### src/rtl/xcore_if_pht_if.sv
// Fetch-side bundle of the gshare PHT: lookup request, commit training and
// the registered prediction handed to the GHR.
interface xcore_if_pht_if #(
    parameter int GHRLEN = 2,
    parameter int IDXW   = 6,
    parameter int PCW    = 32
);
    logic              i_if_req;
    logic [PCW-1:0]    i_if_pc;
    logic [GHRLEN-1:0] i_ghr_val;
    logic              i_flush;
    logic              i_cmt_req;
    logic [IDXW-1:0]   i_cmt_idx;
    logic              i_cmt_target;
    logic              o_bpu_req;
    logic              o_bpu_taken;
    logic [IDXW-1:0]   o_bpu_idx;
    logic [GHRLEN-1:0] o_bpu_ghr;

    modport master (
        output i_if_req, i_if_pc, i_ghr_val, i_flush,
        output i_cmt_req, i_cmt_idx, i_cmt_target,
        input  o_bpu_req, o_bpu_taken, o_bpu_idx, o_bpu_ghr
    );

    modport slave (
        input  i_if_req, i_if_pc, i_ghr_val, i_flush,
        input  i_cmt_req, i_cmt_idx, i_cmt_target,
        output o_bpu_req, o_bpu_taken, o_bpu_idx, o_bpu_ghr
    );
endinterface

### src/rtl/xcore_if_pht.sv
// Gshare pattern history table: PC^GHR hashed lookup of 2-bit saturating
// counters, one-cycle registered prediction, commit-port training.
`ifndef GHRLEN
`define GHRLEN 2
`endif

module xcore_if_pht_ctr (
    input  logic       clk_i,
    input  logic       rst_i,
    input  logic       we_i,
    input  logic       tgt_i,
    output logic [1:0] cnt_o,
    output logic [1:0] nxt_o
);
    logic [1:0] cnt_q, cnt_d;

    always_comb begin
        nxt_o = cnt_q;
        if (tgt_i) begin
            if (cnt_q != 2'b11) nxt_o = cnt_q + 2'd1;
        end else begin
            if (cnt_q != 2'b00) nxt_o = cnt_q - 2'd1;
        end
        cnt_d = we_i ? nxt_o : cnt_q;
    end

    // Weak not-taken out of reset.
    always_ff @(posedge clk_i or posedge rst_i) begin
        if (rst_i) cnt_q <= 2'b01;
        else       cnt_q <= cnt_d;
    end

    assign cnt_o = cnt_q;
endmodule

module xcore_if_pht #(
    parameter int GHRLEN = `GHRLEN,
    parameter int IDXW   = 6,
    parameter int PCW    = 32
) (
    input  logic         i_sys_clk,
    input  logic         i_sys_rst,
    xcore_if_pht_if.slave bus
);
    localparam int NENT = 1 << IDXW;

    typedef struct packed {
        logic              taken;
        logic [IDXW-1:0]   idx;
        logic [GHRLEN-1:0] ghr;
    } pred_t;

    if (IDXW < GHRLEN) begin : g_bad_cfg
        $error("xcore_if_pht: IDXW must be >= GHRLEN");
    end

    logic [NENT-1:0]       we;
    logic [NENT-1:0][1:0]  cnt_all;
    logic [NENT-1:0][1:0]  nxt_all;
    logic [IDXW-1:0]       lkp_idx;
    logic [1:0]            rd_cnt;
    logic                  acc;
    logic                  req_q, req_d;
    pred_t                 pred_q, pred_d;

    for (genvar i = 0; i < NENT; i++) begin : g_ent
        assign we[i] = bus.i_cmt_req && (bus.i_cmt_idx == IDXW'(i));
        xcore_if_pht_ctr u_ctr (
            .clk_i (i_sys_clk),
            .rst_i (i_sys_rst),
            .we_i  (we[i]),
            .tgt_i (bus.i_cmt_target),
            .cnt_o (cnt_all[i]),
            .nxt_o (nxt_all[i])
        );
    end

    assign lkp_idx = bus.i_if_pc[IDXW+1:2] ^ IDXW'(bus.i_ghr_val);
    assign acc     = bus.i_if_req && !bus.i_flush;

    // Write-first: a same-cycle commit to the looked-up entry is forwarded.
    always_comb begin
        rd_cnt = cnt_all[lkp_idx];
        if (bus.i_cmt_req && (bus.i_cmt_idx == lkp_idx)) rd_cnt = nxt_all[lkp_idx];
    end

    always_comb begin
        req_d  = acc;
        pred_d = pred_q;
        if (acc) begin
            pred_d.taken = rd_cnt[1];
            pred_d.idx   = lkp_idx;
            pred_d.ghr   = bus.i_ghr_val;
        end
    end

    always_ff @(posedge i_sys_clk or posedge i_sys_rst) begin
        if (i_sys_rst) begin
            req_q  <= 1'b0;
            pred_q <= '0;
        end else begin
            req_q  <= req_d;
            pred_q <= pred_d;
        end
    end

    assign bus.o_bpu_req   = req_q;
    assign bus.o_bpu_taken = pred_q.taken;
    assign bus.o_bpu_idx   = pred_q.idx;
    assign bus.o_bpu_ghr   = pred_q.ghr;
endmodule

### src/flat_wrapper.sv
// flat-port wrapper written by rule: the top's interface ports become plain ports
module xcore_if_pht_flat 
#(
    parameter int GHRLEN = `GHRLEN,
    parameter int IDXW   = 6,
    parameter int PCW    = 32
)
  (i_sys_clk, i_sys_rst, bus_i_if_req, bus_i_if_pc, bus_i_ghr_val, bus_i_flush, bus_i_cmt_req, bus_i_cmt_idx, bus_i_cmt_target, bus_o_bpu_req, bus_o_bpu_taken, bus_o_bpu_idx, bus_o_bpu_ghr);
  xcore_if_pht_if #(.GHRLEN(GHRLEN), .IDXW(IDXW), .PCW(PCW)) bus_i ();
  input  logic i_sys_clk;
  input  logic i_sys_rst;
  input wire logic [$bits(bus_i.i_if_req)-1:0] bus_i_if_req;
  input wire logic [$bits(bus_i.i_if_pc)-1:0] bus_i_if_pc;
  input wire logic [$bits(bus_i.i_ghr_val)-1:0] bus_i_ghr_val;
  input wire logic [$bits(bus_i.i_flush)-1:0] bus_i_flush;
  input wire logic [$bits(bus_i.i_cmt_req)-1:0] bus_i_cmt_req;
  input wire logic [$bits(bus_i.i_cmt_idx)-1:0] bus_i_cmt_idx;
  input wire logic [$bits(bus_i.i_cmt_target)-1:0] bus_i_cmt_target;
  output wire logic [$bits(bus_i.o_bpu_req)-1:0] bus_o_bpu_req;
  output wire logic [$bits(bus_i.o_bpu_taken)-1:0] bus_o_bpu_taken;
  output wire logic [$bits(bus_i.o_bpu_idx)-1:0] bus_o_bpu_idx;
  output wire logic [$bits(bus_i.o_bpu_ghr)-1:0] bus_o_bpu_ghr;
  assign bus_i.i_if_req = bus_i_if_req;
  assign bus_i.i_if_pc = bus_i_if_pc;
  assign bus_i.i_ghr_val = bus_i_ghr_val;
  assign bus_i.i_flush = bus_i_flush;
  assign bus_i.i_cmt_req = bus_i_cmt_req;
  assign bus_i.i_cmt_idx = bus_i_cmt_idx;
  assign bus_i.i_cmt_target = bus_i_cmt_target;
  assign bus_o_bpu_req = bus_i.o_bpu_req;
  assign bus_o_bpu_taken = bus_i.o_bpu_taken;
  assign bus_o_bpu_idx = bus_i.o_bpu_idx;
  assign bus_o_bpu_ghr = bus_i.o_bpu_ghr;
  xcore_if_pht #(.GHRLEN(GHRLEN), .IDXW(IDXW), .PCW(PCW)) u_core (.i_sys_clk(i_sys_clk), .i_sys_rst(i_sys_rst), .bus(bus_i));
endmodule
### config.mk
export PLATFORM = sky130hd
export DESIGN_NAME = xcore_if_pht_flat
export DESIGN_NICKNAME = d
export VERILOG_FILES = /design/src/rtl/xcore_if_pht_if.sv /design/src/rtl/xcore_if_pht.sv /design/src/flat_wrapper.sv
export SDC_FILE = /design/constraint.sdc
export NUM_CORES = 1
export LEC_CHECK = 0
export ABC_AREA = 1
export CORE_ASPECT_RATIO = 1.5
export CORE_MARGIN = 3
export CORE_UTILIZATION = 30
export CTS_BUF_LIST = sky130_fd_sc_hd__clkbuf_4
export CTS_CLUSTER_DIAMETER = 40
export DETAILED_ROUTE_END_ITERATION = 16
export PLACE_DENSITY = 0.58
export SLEW_MARGIN = 20
export SYNTH_ARGS = -nofsm -noshare
export SYNTH_HDL_FRONTEND = slang
export SYNTH_SLANG_ARGS = --single-unit
### constraint.sdc
create_clock -name i_sys_clk -period 4.2 [get_ports i_sys_clk]
set_input_delay 0.42 -clock i_sys_clk [delete_from_list [all_inputs] [get_ports i_sys_clk]]
set_output_delay 0.42 -clock i_sys_clk [all_outputs]
set_load 0.01 [all_outputs]
# After elaboration in Yosys (flattened, before gate mapping)
# Cells that the tools add are included.
op_classes:
  n_bitwise: 1
  n_eq_ne: 128
  n_lt_le_gt_ge: 1
  addsub: 128
  n_mux: 197
  n_reduce_logical: 132
op_table:
  columns: ["cell", "count"]
  rows:
  - ["2-bit 2-to-1 mux", 195]
  - ["6-bit equality test (second input constant)", 32]
  - ["2-bit by 1-bit adder with 2-bit output (second input constant)", 64]
  - ["2-bit inequality test (second input constant)", 64]
  - ["2-bit nonzero test", 64]
  - ["2-bit by 1-bit subtractor with 2-bit output (second input constant)", 64]
  - ["6-bit by 5-bit equality test with 1-bit output (second input constant)", 16]
  - ["1-bit logical AND", 66]
  - ["6-bit by 4-bit equality test with 1-bit output (second input constant)", 8]
  - ["2-bit binary-select mux with 6-bit select", 2]
  - ["6-bit by 3-bit equality test with 1-bit output (second input constant)", 4]
  - ["6-bit by 2-bit equality test with 1-bit output (second input constant)", 2]
  - ["6-bit by 7-bit less-than comparator with 1-bit output (second input constant)", 1]
  - ["6-bit by 1-bit equality test with 1-bit output (second input constant)", 1]
  - ["6-bit equality test", 1]
  - ["6-bit logical NOT", 1]
  - ["6-bit by 2-bit bitwise XOR with 6-bit output", 1]
  - ["1-bit logical NOT", 1]
word_totals:
  out_inout_bits: 10
  in_bits: 46
  reg_bits: 138
  word_cells: 655

# Longest topological paths before layout
# Gate-level depths: netlist of the first run.
logic_depth:
  ltp_word: 6
  depth_mapped: 15
  mapped_depth_nobuf: 13

# By module
# From an unflattened synthesis of the first run, not the netlist that was laid out.
hier_totals:
  cells_unflattened: 1577
  area_unflattened_um2: 9349.0
modules_own_cells:
  columns: ["module", "area_each_um2", "cells_per_inst", "seq_area_each_um2", "n_inst"]
  rows:
  - ["xcore_if_pht_ctr", 106.4, 16, 51.3, 64]
  - ["xcore_if_pht", 2542.4, 553, 250.2, 1]

# Least setup slack after synthesis of the first run
# Ideal clock, no wire load.
synth_path:
  kind: "input port to flip-flop"
  startpoint: "in bus_i_ghr_val[0]"
  endpoint: "reg u_core.pred_q, in the netlist u_core.bus.o_bpu_taken"
  n_path_buf: 2
  setup_ns: 0.117
  arrival_ns: 1.521
  cell_stages: 14
  path_slack_ns: 2.562
  required_ns: 4.083
  cell_sequence: "inv_1 -> nand2_1 -> nand2_1 -> buf_2 -> buf_2 -> nand2_1 -> o211ai_1 -> nand3_1 -> nand3_1 -> nand3_1 -> nand3_1 -> nand3_1 -> nand3_1 -> nand2_1"
synth_between:
  elab_chain_len: 4
  elab_cells_between_ends: 8
  cone_classes: "eq/ne (1); mux (5); bitwise (1); reduce/logical (1)"
synth_lines:
  columns: ["element", "line_no", "source"]
  rows:
  - ["from (decl)", "flat_wrapper.sv:14", "input wire logic [$bits(bus_i.i_ghr_val)-1:0] bus_i_ghr_val;"]
  - ["6-bit by 2-bit bitwise XOR with 6-bit output *", "xcore_if_pht.sv:78", "assign lkp_idx = bus.i_if_pc[IDXW+1:2] ^ IDXW'(bus.i_ghr_val);"]
  - ["2-bit binary-select mux with 6-bit select, or another cell as far along", "xcore_if_pht.sv:83", "rd_cnt = cnt_all[lkp_idx];"]
  - ["2-bit 2-to-1 mux (implied by the code), or another cell as far along", "xcore_if_pht.sv:83", null]
  - ["2-bit 2-to-1 mux *", "xcore_if_pht.sv:84", "if (bus.i_cmt_req && (bus.i_cmt_idx == lkp_idx)) rd_cnt = nxt_all[lkp_idx];"]
  - ["to (signal assigned)", "xcore_if_pht.sv:103", "pred_q <= pred_d;"]
  - ["to (decl)", "xcore_if_pht.sv:64", "pred_t pred_q, pred_d;"]
# Mark *: on every way between the ends. The rest lies on a longest branch, timed or not. The select of a mux whose other input is x is not followed.
# A chain may end at the register's enable or synchronous reset.

# Worst setup path in the final report of the first run
# Ends and elaborated chain as after synthesis.

==> results of run 1 <==
Yosys cell counts, drive strengths merged:
cell type    n
o21ai      155
clkinv       2
a31oi       29
mux2         2
o211ai      29
inv        144
maj3         3
nor2       152
nand3      130
clkbuf      12
nor3         2
xor2         2
nor4         1
xnor2        1
dfstp       64
dfrtp       74
a21oi       46
nand2      368
buf         38
layer usage:
layer,GRT usage (%),vias to the layer above,wire length [um]
li1,-,4088,-
met1,18.7,3771,9790
met2,28.2,162,12300
met3,2.21,37,903
met4,6.56,0,701
met5,0,-,0
area by class of cell:
class                   instances  share of cell area [%]
clock buffers                  21                    1.69
well taps                     342                    4.58
flip-flops and latches        138                    37.9
multi-input cells             920                    44.2
inverters                     146                    5.95
diodes                          2                  0.0536
repair buffers                 39                    4.29
clock inverters                11                    1.37
kinds of logic after synthesis:
logic type	count (synthesis)	share of synthesized area [%]
AO/OA/AOI/OAI	259	16.5
multiplexers	2	0.265
buffers and inverters	196	9.90
AND/OR/NAND/NOR	653	30.8
flip-flops	138	41.6
XOR/XNOR	3	0.530
adder cells (fa/ha/maj)	3	0.353
per-stage QoR:
stage | utilization (%) | power, uW
floorplan | - | 2620
global placement | 32.8 | 2870
detailed placement | 32.8 | 2910
CTS | 33.8 | 3850
global route | 33.8 | 4110
finish | 33.8 | 3820
registers in the layout, indices dropped and copies added, names as in the netlist:
signal / cells
u_core.bus.o_bpu_ghr: 2
u_core.bus.o_bpu_taken: 1
u_core.g_ent.u_ctr.cnt_o: 128
u_core.bus.o_bpu_idx: 6
u_core.bus.o_bpu_req: 1
how the worst max path moves through the flow:
stage / end / slack, ps / depth (start not counted)
after floorplan: u_core.bus.o_bpu_ghr[0]$_DFFE_PP0P_ / 190 / 1
after global placement: u_core.bus.o_bpu_taken$_DFFE_PP0P_ / 1300 / 14
after detailed placement: u_core.bus.o_bpu_taken$_DFFE_PP0P_ / 1270 / 14
after CTS: u_core.bus.o_bpu_taken$_DFFE_PP0P_ / 1910 / 14
after global routing: u_core.bus.o_bpu_taken$_DFFE_PP0P_ / 1670 / 14
final: u_core.bus.o_bpu_taken$_DFFE_PP0P_ / 1850 / 14
power groups by stage:
stage	clock network [uW]	registers, uW	logic [uW]
after global routing	1020	1880	1200
final	939	1840	1040
after floorplan	0	1830	796
after global placement	0	1850	1020
after detailed placement	0	1860	1050
after CTS	963	1840	1050
==> flow_summary.json, run 1 <==
{
  "cellInternalPower_uw": 2470,
  "yosysSeqAreaShare_pct": 41.6,
  "slew_headroom_pct": 44.0,
  "fillers": 2966,
  "critPathRequiredTime_ps": 4670,
  "final_nets": 1308,
  "synth_top_cell_area_share_pct": 21.8,
  "max_freq_mhz": 425,
  "ff_latch_area_mm2": 0.00353,
  "ys_top_cells_by_area": "dfrtp_1 22%, dfstp_2 20%, nand2_1 16%, o21ai_0 8.3%, nand3_1 7.7%",
  "dp_hpwl_um": 16100,
  "die_h_um": 212,
  "multi_input_area_mm2": 0.00413,
  "vdd_drop_max_mv": 0.139,
  "power_density_mw_per_mm2": 410,
  "antenna_found_initial": 2,
  "final_common_cell": "nand2_1",
  "std_cell_rows": 74,
  "die_x_um": 143,
  "dp.cells": 1585,
  "cp_top_family": "simple AND/OR/NAND/NOR gates",
  "path_buf_inv": 3,
  "clkTransAtPathRegs_ps": 120,
  "min_period_ps": 2350,
  "r2r_end": "u_core.bus.o_bpu_taken$_DFFE_PP0P_",
  "preCtsSetupSlack_ps": 1270,
  "boundaryPins": 56,
  "final_cells": 1619,
  "drive_above_1_share_pct": 8.71,
  "core_mm2": 0.0276,
  "seqPwrFrac_pct": 48.2,
  "worstSetupStartpointType": "primary input",
  "syn_avg_cell_area_um2": 6.77,
  "dieArea_mm2": 0.0304,
  "numCtsBuffers": 17,
  "wl_per_cell_um": 14.6,
  "ys_ff_latch": 138,
  "gr-total-overflow": 0,
  "setup_viol": 0,
  "crit_type": "in2reg",
  "clk-insertion-delay-late_ps": 590,
  "r2r-start": "u_core.g_ent[23].u_ctr.cnt_o[0]$_DFFE_PP1P_",
  "synth_nets": 1300,
  "clock_tree.buffer_depth": 2,
  "grt_pass1_vias": 7431,
  "tns_ps": 0,
  "drtIter0Drc": 565,
  "placed_cell_area_mm2": 0.00904,
  "skew_ps": 20.8,
  "grt_max_degree": 95,
  "timing.final.max_slew_violations": 0,
  "root_buffer": "clkbuf_4",
  "crit_top_cell": "nand3_1",
  "yosysTopAreaCell": "dfrtp_1",
  "synth.distinct_cells": 26,
  "power.leakage_uw": 0.00431,
  "status": "finished clean",
  "clkSinkCount": 138,
  "port-buffer-count": 29,
  "cts_resized": 0,
  "clkPwrFrac_pct": 24.6,
  "routabilityCongestion": 0.869,
  "power.switching_uw": 1350,
  "mostFrequentLayoutCells": "366 x nand2_1, 152 x nor2_1, 141 x inv_1, 141 x o21ai_0, 130 x nand3_1",
  "max_cap_viol_count": 0,
  "holdWs_ps": 349,
  "critPathMaxStageDelay_ps": 450,
  "netlist_area_mm2": 0.00850,
  "p_comb_share_pct": 27.2,
  "grt_pass1_wl_um": 37800,
  "synth_warnings": 0,
  "grtUsageTotal_pct": 15.8,
  "worstPathArrival_ps": 2830,
  "hold_viol": 0,
  "finalCritPeriodShare_pct": 56.0,
  "worst-r2r-cell-count": 12,
  "h-tree-depth": 4,
  "rsz0062_at_grt": "false",
  "syn_inst": 1254,
  "r2r_slack_ps": 2410,
  "netSwitchingFraction_pct": 35.4,
  "viasPerCell": 4.98,
  "hp-class": "in2async",
  "cts_tree": "built",
  "drtPass1Iterations": 6,
  "worst_pin_slew_ps": 840,
  "cp_slowest_cell": "nand2_2",
  "setup_ws_ps": 1850,
  "ant_nets": 0,
  "path_cells": "clkdlybuf4s50_1 -> inv_1 -> nand2_1 -> nand2_2 -> buf_4 -> nand2_1 -> nand3_1 -> nand3_1 -> nand3_1 -> nand3_1 -> nand3_1 -> nand3_1 -> nand3_1 -> nand2_1",
  "cp-startpoint": "bus_i_ghr_val[0]",
  "initial_utilization_pct": 30.8,
  "end_kind": "flop",
  "cp_max_fo": 28,
  "area_delta_synth_final_pct": 9.87,
  "drt_wl_total_um": 23700,
  "route.detailed.drc": 0,
  "cts_setup_buffers": 0,
  "ctsHoldBuffers": 0,
  "fin_area_mm2": 0.00933,
  "vias": 8058
}
No activity file was read; power rests on OpenSTA's default activity.
==> inputs of run 2 (changes only) <==
--- a/config.mk
+++ b/config.mk
@@ -12,7 +12,7 @@
 export CTS_BUF_LIST = sky130_fd_sc_hd__clkbuf_4
 export CTS_CLUSTER_DIAMETER = 40
 export DETAILED_ROUTE_END_ITERATION = 16
-export PLACE_DENSITY = 0.58
+export PLACE_DENSITY = 0.56
 export SLEW_MARGIN = 20
 export SYNTH_ARGS = -nofsm -noshare
 export SYNTH_HDL_FRONTEND = slang
==> constraint.sdc (replaced) <==
create_clock -name i_sys_clk -period 2.2 [get_ports i_sys_clk]
set_input_delay 0.22 -clock i_sys_clk [delete_from_list [all_inputs] [get_ports i_sys_clk]]
set_output_delay 0.22 -clock i_sys_clk [all_outputs]
set_load 0.01 [all_outputs]
==> run 2 against run 1 <==
Combinational power is 100% higher. Highest routed layer unchanged. Flip-flop and latch count did not move. Total power up 96%. Worst setup slack got worse by 1500 ps. Sequential power up 91%. First-iteration DRC count shrank 13%. Design area rose by 4.6%.
==> flow_summary.json, run 2 (synthesis results as in run 1) <==
{
  "status": "finished clean",
  "clkSinkCount": 138,
  "dieArea_mm2": 0.0304,
  "final_cells": 1658,
  "antenna_found_initial": 1,
  "timing.final.max_slew_violations": 0,
  "h-tree-depth": 4,
  "power_density_mw_per_mm2": 766,
  "wl_per_cell_um": 14.7,
  "tns_ps": 0,
  "critPathRequiredTime_ps": 2710,
  "rsz0062_at_grt": "false",
  "cp_max_fo": 46,
  "die_h_um": 212,
  "ant_nets": 0,
  "drive_above_1_share_pct": 11.6,
  "final_nets": 1348,
  "hold_viol": 0,
  "grtUsageTotal_pct": 16.2,
  "std_cell_rows": 74,
  "min_period_ps": 1900,
  "end_kind": "flop",
  "root_buffer": "clkbuf_4",
  "routabilityCongestion": 0.858,
  "setup_ws_ps": 299,
  "gr-total-overflow": 0,
  "viasPerCell": 4.97,
  "numCtsBuffers": 17,
  "finalCritPeriodShare_pct": 86.4,
  "route.detailed.drc": 0,
  "worst_pin_slew_ps": 421,
  "hp-class": "in2async",
  "slew_headroom_pct": 71.9,
  "max_freq_mhz": 526,
  "crit_type": "in2reg",
  "initial_utilization_pct": 30.8,
  "vias": 8236,
  "worstPathArrival_ps": 2420,
  "die_x_um": 143,
  "largest_register_ffs": 128,
  "core_mm2": 0.0276,
  "boundaryPins": 56,
  "mostFrequentLayoutCells": "366 x nand2_1, 152 x nor2_1, 141 x inv_1, 141 x o21ai_0, 130 x nand3_1",
  "dp.cells": 1624,
  "grt_max_degree": 62,
  "port-buffer-count": 29,
  "drt_wl_total_um": 24400,
  "fin_util_pct": 35.4,
  "skew_ps": 20.9,
  "clock_tree.buffer_depth": 2,
  "clk-insertion-delay-late_ps": 580,
  "preCtsSetupSlack_ps": 18.3,
  "grt_pass1_vias": 7748,
  "cts_tree": "built",
  "max_cap_viol_count": 0,
  "grt_pass1_wl_um": 39000,
  "dp_hpwl_um": 17300,
  "final_common_cell": "nand2_1",
  "vdd_drop_max_mv": 0.235,
  "total_power_uw": 7480,
  "drtIter0Drc": 489,
  "power.leakage_uw": 0.00454,
  "setup_viol": 0,
  "clkTransAtPathRegs_ps": 120,
  "drtPass1Iterations": 5,
  "area_delta_synth_final_pct": 14.9,
  "worstSetupStartpointType": "primary input"
}
==> run 2: cell types whose count changed in the layout (fill, tap and decap cells not counted) <==
cell | previous run | this run
buf_4 | 8 | 39
buf_12 | 3 | 11
clkbuf_4 | 21 | 18
clkinvlp_4 | 1 | 4
clkinv_1 | 6 | 4
bufinv_16 | 3 | 4
clkinv_2 | 3 | 4
clkinv_4 | 0 | 1
diode_2 | 2 | 1
dlygate4sd3_1 | 0 | 1
inv_6 | 1 | 0
==> run 2: power by group <==
group	switching, uW	internal (uW)	total, uW
Clock	991	898	1890
Sequential	336	3180	3510
Combinational	1290	789	2080
Total	2620	4860	7480
==> run 2: final cells by class <==
class / instances / area, um^2
fill: 2932 / 17800
multi-input combinational: 920 / 4130
sequential: 138 / 3530
timing repair buffer: 79 / 803
inverter: 146 / 554
tap: 342 / 428
clock inverter: 14 / 179
clock buffer: 18 / 135
antenna: 1 / 2.50
==> run 2: metrics by stage <==
step / area [um^2] / hold slack [ps]
final: 9760 / 94.6
after global routing: 9760 / 76.0
after CTS: 9760 / 57.2
after detailed placement: 9440 / 471
after global placement: 9440 / 464
after floorplan: 8500 / 319
==> run 2: repair_timing <==
| item | 4_1_cts | 5_1_grt |
|---|---|---|
| resized for setup | 0 | 0 |
| buffers inserted | 0 | 0 |
| hold endpoints to repair | 4 | 0 |
| hold buffers | 1 | 0 |
| setup endpoints to repair | 0 | 0 |
==> run 2: path summary, 6_finish.rpt <==
check                                                               to  cells after the start  slack [ps]                                        from
max                                 u_core.bus.o_bpu_taken$_DFFE_PP0P_                     16         300                            bus_i_cmt_target
min                                u_core.bus.o_bpu_idx[1]$_DFFE_PP0P_                      3          90                                   i_sys_rst
max reg2reg                         u_core.bus.o_bpu_taken$_DFFE_PP0P_                     10         530  u_core.g_ent[7].u_ctr.cnt_o[1]$_DFFE_PP0P_
min reg2reg                        u_core.bus.o_bpu_ghr[1]$_DFFE_PP0P_                      2         490         u_core.bus.o_bpu_ghr[1]$_DFFE_PP0P_
max in group asynchronous  u_core.g_ent[63].u_ctr.cnt_o[0]$_DFFE_PP1P_                      3        1710                                   i_sys_rst
min in group i_sys_clk                  u_core.bus.o_bpu_req$_DFF_PP0_                      4         300                                bus_i_if_req
==> run 2: routing by layer <==
| layer | global-route usage [%] | part of all wire (%) |
|---|---|---|
| met4 | 6.95 | 3.0 |
| met5 | 0 | 0 |
| met3 | 2.54 | 3.2 |
| met1 | 18.9 | 42 |
| met2 | 29.2 | 51 |
==> run 2: critical path: stages <==
cell and delay [ps]:
dlygate4sd3_1 530, buf_4 250, buf_12 250, buf_4 190, nand2_1 50, nand2_1 50
o21ai_0 120, nand2_1 90, nand3_1 70, nand3_1 150, nand3_1 90, nand3_1 70
nand3_1 80, nand3_1 80, nand3_1 60, nand2_1 50
==> inputs of run 3 (changes only) <==
--- a/config.mk
+++ b/config.mk
@@ -12,6 +12,7 @@
 export CTS_BUF_LIST = sky130_fd_sc_hd__clkbuf_4
 export CTS_CLUSTER_DIAMETER = 40
 export DETAILED_ROUTE_END_ITERATION = 16
+export GPL_TIMING_DRIVEN = 0
 export PLACE_DENSITY = 0.56
 export SLEW_MARGIN = 20
 export SYNTH_ARGS = -nofsm -noshare
==> run 3 against run 2 <==
First-iteration DRC count up 66%. Sequential power hardly changed. Count of clock-buffer cells in the layout is 1 lower. Total power increased by 1.0%. Global-route usage rose by 5.3 points. Die area unchanged. Combinational power increased by 6%. Sequential share of layout area increased by 0.59 points. Critical path type unchanged. Hold slack better by 120 ps. Clock power fell by 3%. Design area decreased by 1.6%.
==> flow_summary.json, run 3 (synthesis results as in run 1) <==
{
  "cts_setup_buffers": 0,
  "ctsHoldBuffers": 1,
  "power.leakage_uw": 0.00446,
  "clk-insertion-delay-late_ps": 650,
  "largest_register_ffs": 128,
  "critPathRequiredTime_ps": 2780,
  "slew_headroom_pct": 42.9,
  "route.detailed.drc": 0,
  "grt_max_degree": 32,
  "dieArea_mm2": 0.0304,
  "worstSetupStartpointType": "primary input",
  "fin_area_mm2": 0.00961,
  "path_cells": "clkdlybuf4s50_1 -> clkbuf_1 -> o21ai_0 -> nand2_1 -> nand3_1 -> nand3_1 -> nand3_1 -> nand3_1 -> nand3_1 -> nand3_1 -> nand3_1 -> nand2_1",
  "worstPathArrival_ps": 2600,
  "grt_pass1_wl_um": 48600,
  "hp-class": "in2reg",
  "crit_top_cell": "nand3_1",
  "grtUsageTotal_pct": 21.5,
  "cts_tree": "built",
  "ant_nets": 0,
  "viasPerCell": 5.27,
  "boundaryPins": 56,
  "core_mm2": 0.0276,
  "worst-r2r-cell-count": 12,
  "worst_pin_slew_ps": 856,
  "numCtsBuffers": 17,
  "antenna_found_initial": 2,
  "root_buffer": "clkbuf_4",
  "min_path_cells": 3,
  "skew_ps": 26.1,
  "cp_max_fo": 10,
  "wl_per_cell_um": 19.3,
  "holdWs_ps": 212,
  "area_delta_synth_final_pct": 13.1,
  "vdd_drop_max_mv": 0.296,
  "min_period_ps": 2010,
  "final_nets": 1352,
  "max_cap_viol_count": 0,
  "status": "finished clean",
  "port-buffer-count": 27,
  "vias": 8758,
  "cts_resized": 0,
  "cp_top_family": "buffers and inverters",
  "placed_cell_area_mm2": 0.00931,
  "die_x_um": 143,
  "die_h_um": 212,
  "drtPass1Iterations": 6,
  "h-tree-depth": 4,
  "std_cell_rows": 74,
  "end_kind": "flop",
  "power_density_mw_per_mm2": 787,
  "critPathMaxStageDelay_ps": 570,
  "drt_wl_total_um": 32000,
  "finalCritPeriodShare_pct": 91.5,
  "rsz0062_at_grt": "false",
  "path_buf_inv": 2,
  "setup_viol": 0,
  "clock_tree.buffer_depth": 2,
  "mostFrequentLayoutCells": "368 x nand2_1, 152 x nor2_1, 141 x inv_1, 141 x o21ai_0, 130 x nand3_1",
  "timing.final.max_slew_violations": 0,
  "gr-total-overflow": 0,
  "final_common_cell": "nand2_1",
  "clkTransAtPathRegs_ps": 130,
  "max_freq_mhz": 497,
  "drtIter0Drc": 813,
  "initial_utilization_pct": 30.8,
  "clkSinkCount": 138,
  "crit_type": "in2reg",
  "drive_above_1_share_pct": 10.6,
  "dp_hpwl_um": 23500,
  "routabilityCongestion": 0.968,
  "cp.depth": 12,
  "cp_slowest_cell": "clkbuf_1",
  "grt_pass1_vias": 8286,
  "hold_viol": 0
}
run 3: cell types whose count changed in the layout (fill, tap and decap cells not counted), moves of 2 or more:
cell / before / now
buf_1: 0 / 3
buf_12: 11 / 4
buf_2: 0 / 21
buf_4: 39 / 8
buf_6: 0 / 6
clkbuf_1: 0 / 11
nand2_1: 366 / 368
nand2_2: 2 / 0
run 3: layout make-up:
class / instances / area [um^2]
Fill cell: 2981 / 18000
Multi-Input combinational cell: 920 / 4120
Sequential cell: 138 / 3530
Inverter: 146 / 554
Tap cell: 342 / 428
Timing Repair Buffer: 33 / 388
Buffer: 50 / 290
Clock inverter: 15 / 158
Clock buffer: 17 / 128
Antenna cell: 2 / 5.00
run 3: layer usage:
metal	up-vias	track usage (%)	part of all wire, %
met1	4138	25.5	40
li1	4186	-	-
met2	332	35.0	47
met3	102	4.30	6.3
met4	0	14.5	6.9
met5	-	0	0
run 3: power breakdown:
| part | internal (uW) | switching [uW] |
|---|---|---|
| Sequential | 3180 | 341 |
| Combinational | 765 | 1440 |
| Clock | 764 | 1070 |
| Total | 4710 | 2850 |
run 3: through the flow:
step	util [%]	setup slack (ps)	power [uW]	TNS, ps	std cells
finish	34.8	186	7560	0	1663
global route	34.8	32.6	8060	0	1662
CTS	34.8	267	7590	0	1661
detailed placement	33.7	-426	5740	-12650	1628
global placement	33.3	-1230	5660	-133950	1623
floorplan	-	311	5010	0	1254
run 3: worst paths after layout:
check                                                                    to  slack [ps]                                   startpoint
worst min register to register          u_core.bus.o_bpu_ghr[1]$_DFFE_PP0P_         490          u_core.bus.o_bpu_ghr[1]$_DFFE_PP0P_
worst max register to register           u_core.bus.o_bpu_taken$_DFFE_PP0P_         370  u_core.g_ent[46].u_ctr.cnt_o[0]$_DFFE_PP1P_
min in group asynchronous       u_core.g_ent[37].u_ctr.cnt_o[1]$_DFFE_PP0P_         450                                    i_sys_rst
max in group asynchronous       u_core.g_ent[34].u_ctr.cnt_o[0]$_DFFE_PP1P_         730                                    i_sys_rst
worst min-delay path                         u_core.bus.o_bpu_req$_DFF_PP0_         210                                 bus_i_if_req
worst max-delay path                     u_core.bus.o_bpu_taken$_DFFE_PP0P_         190                             bus_i_cmt_target
run 3: tightest hold or removal path, delay by kind of cell:
| family | cells | cell delay, ps |
|---|---|---|
| buf+inv | 2 | 440 |
| simple gates | 1 | 110 |
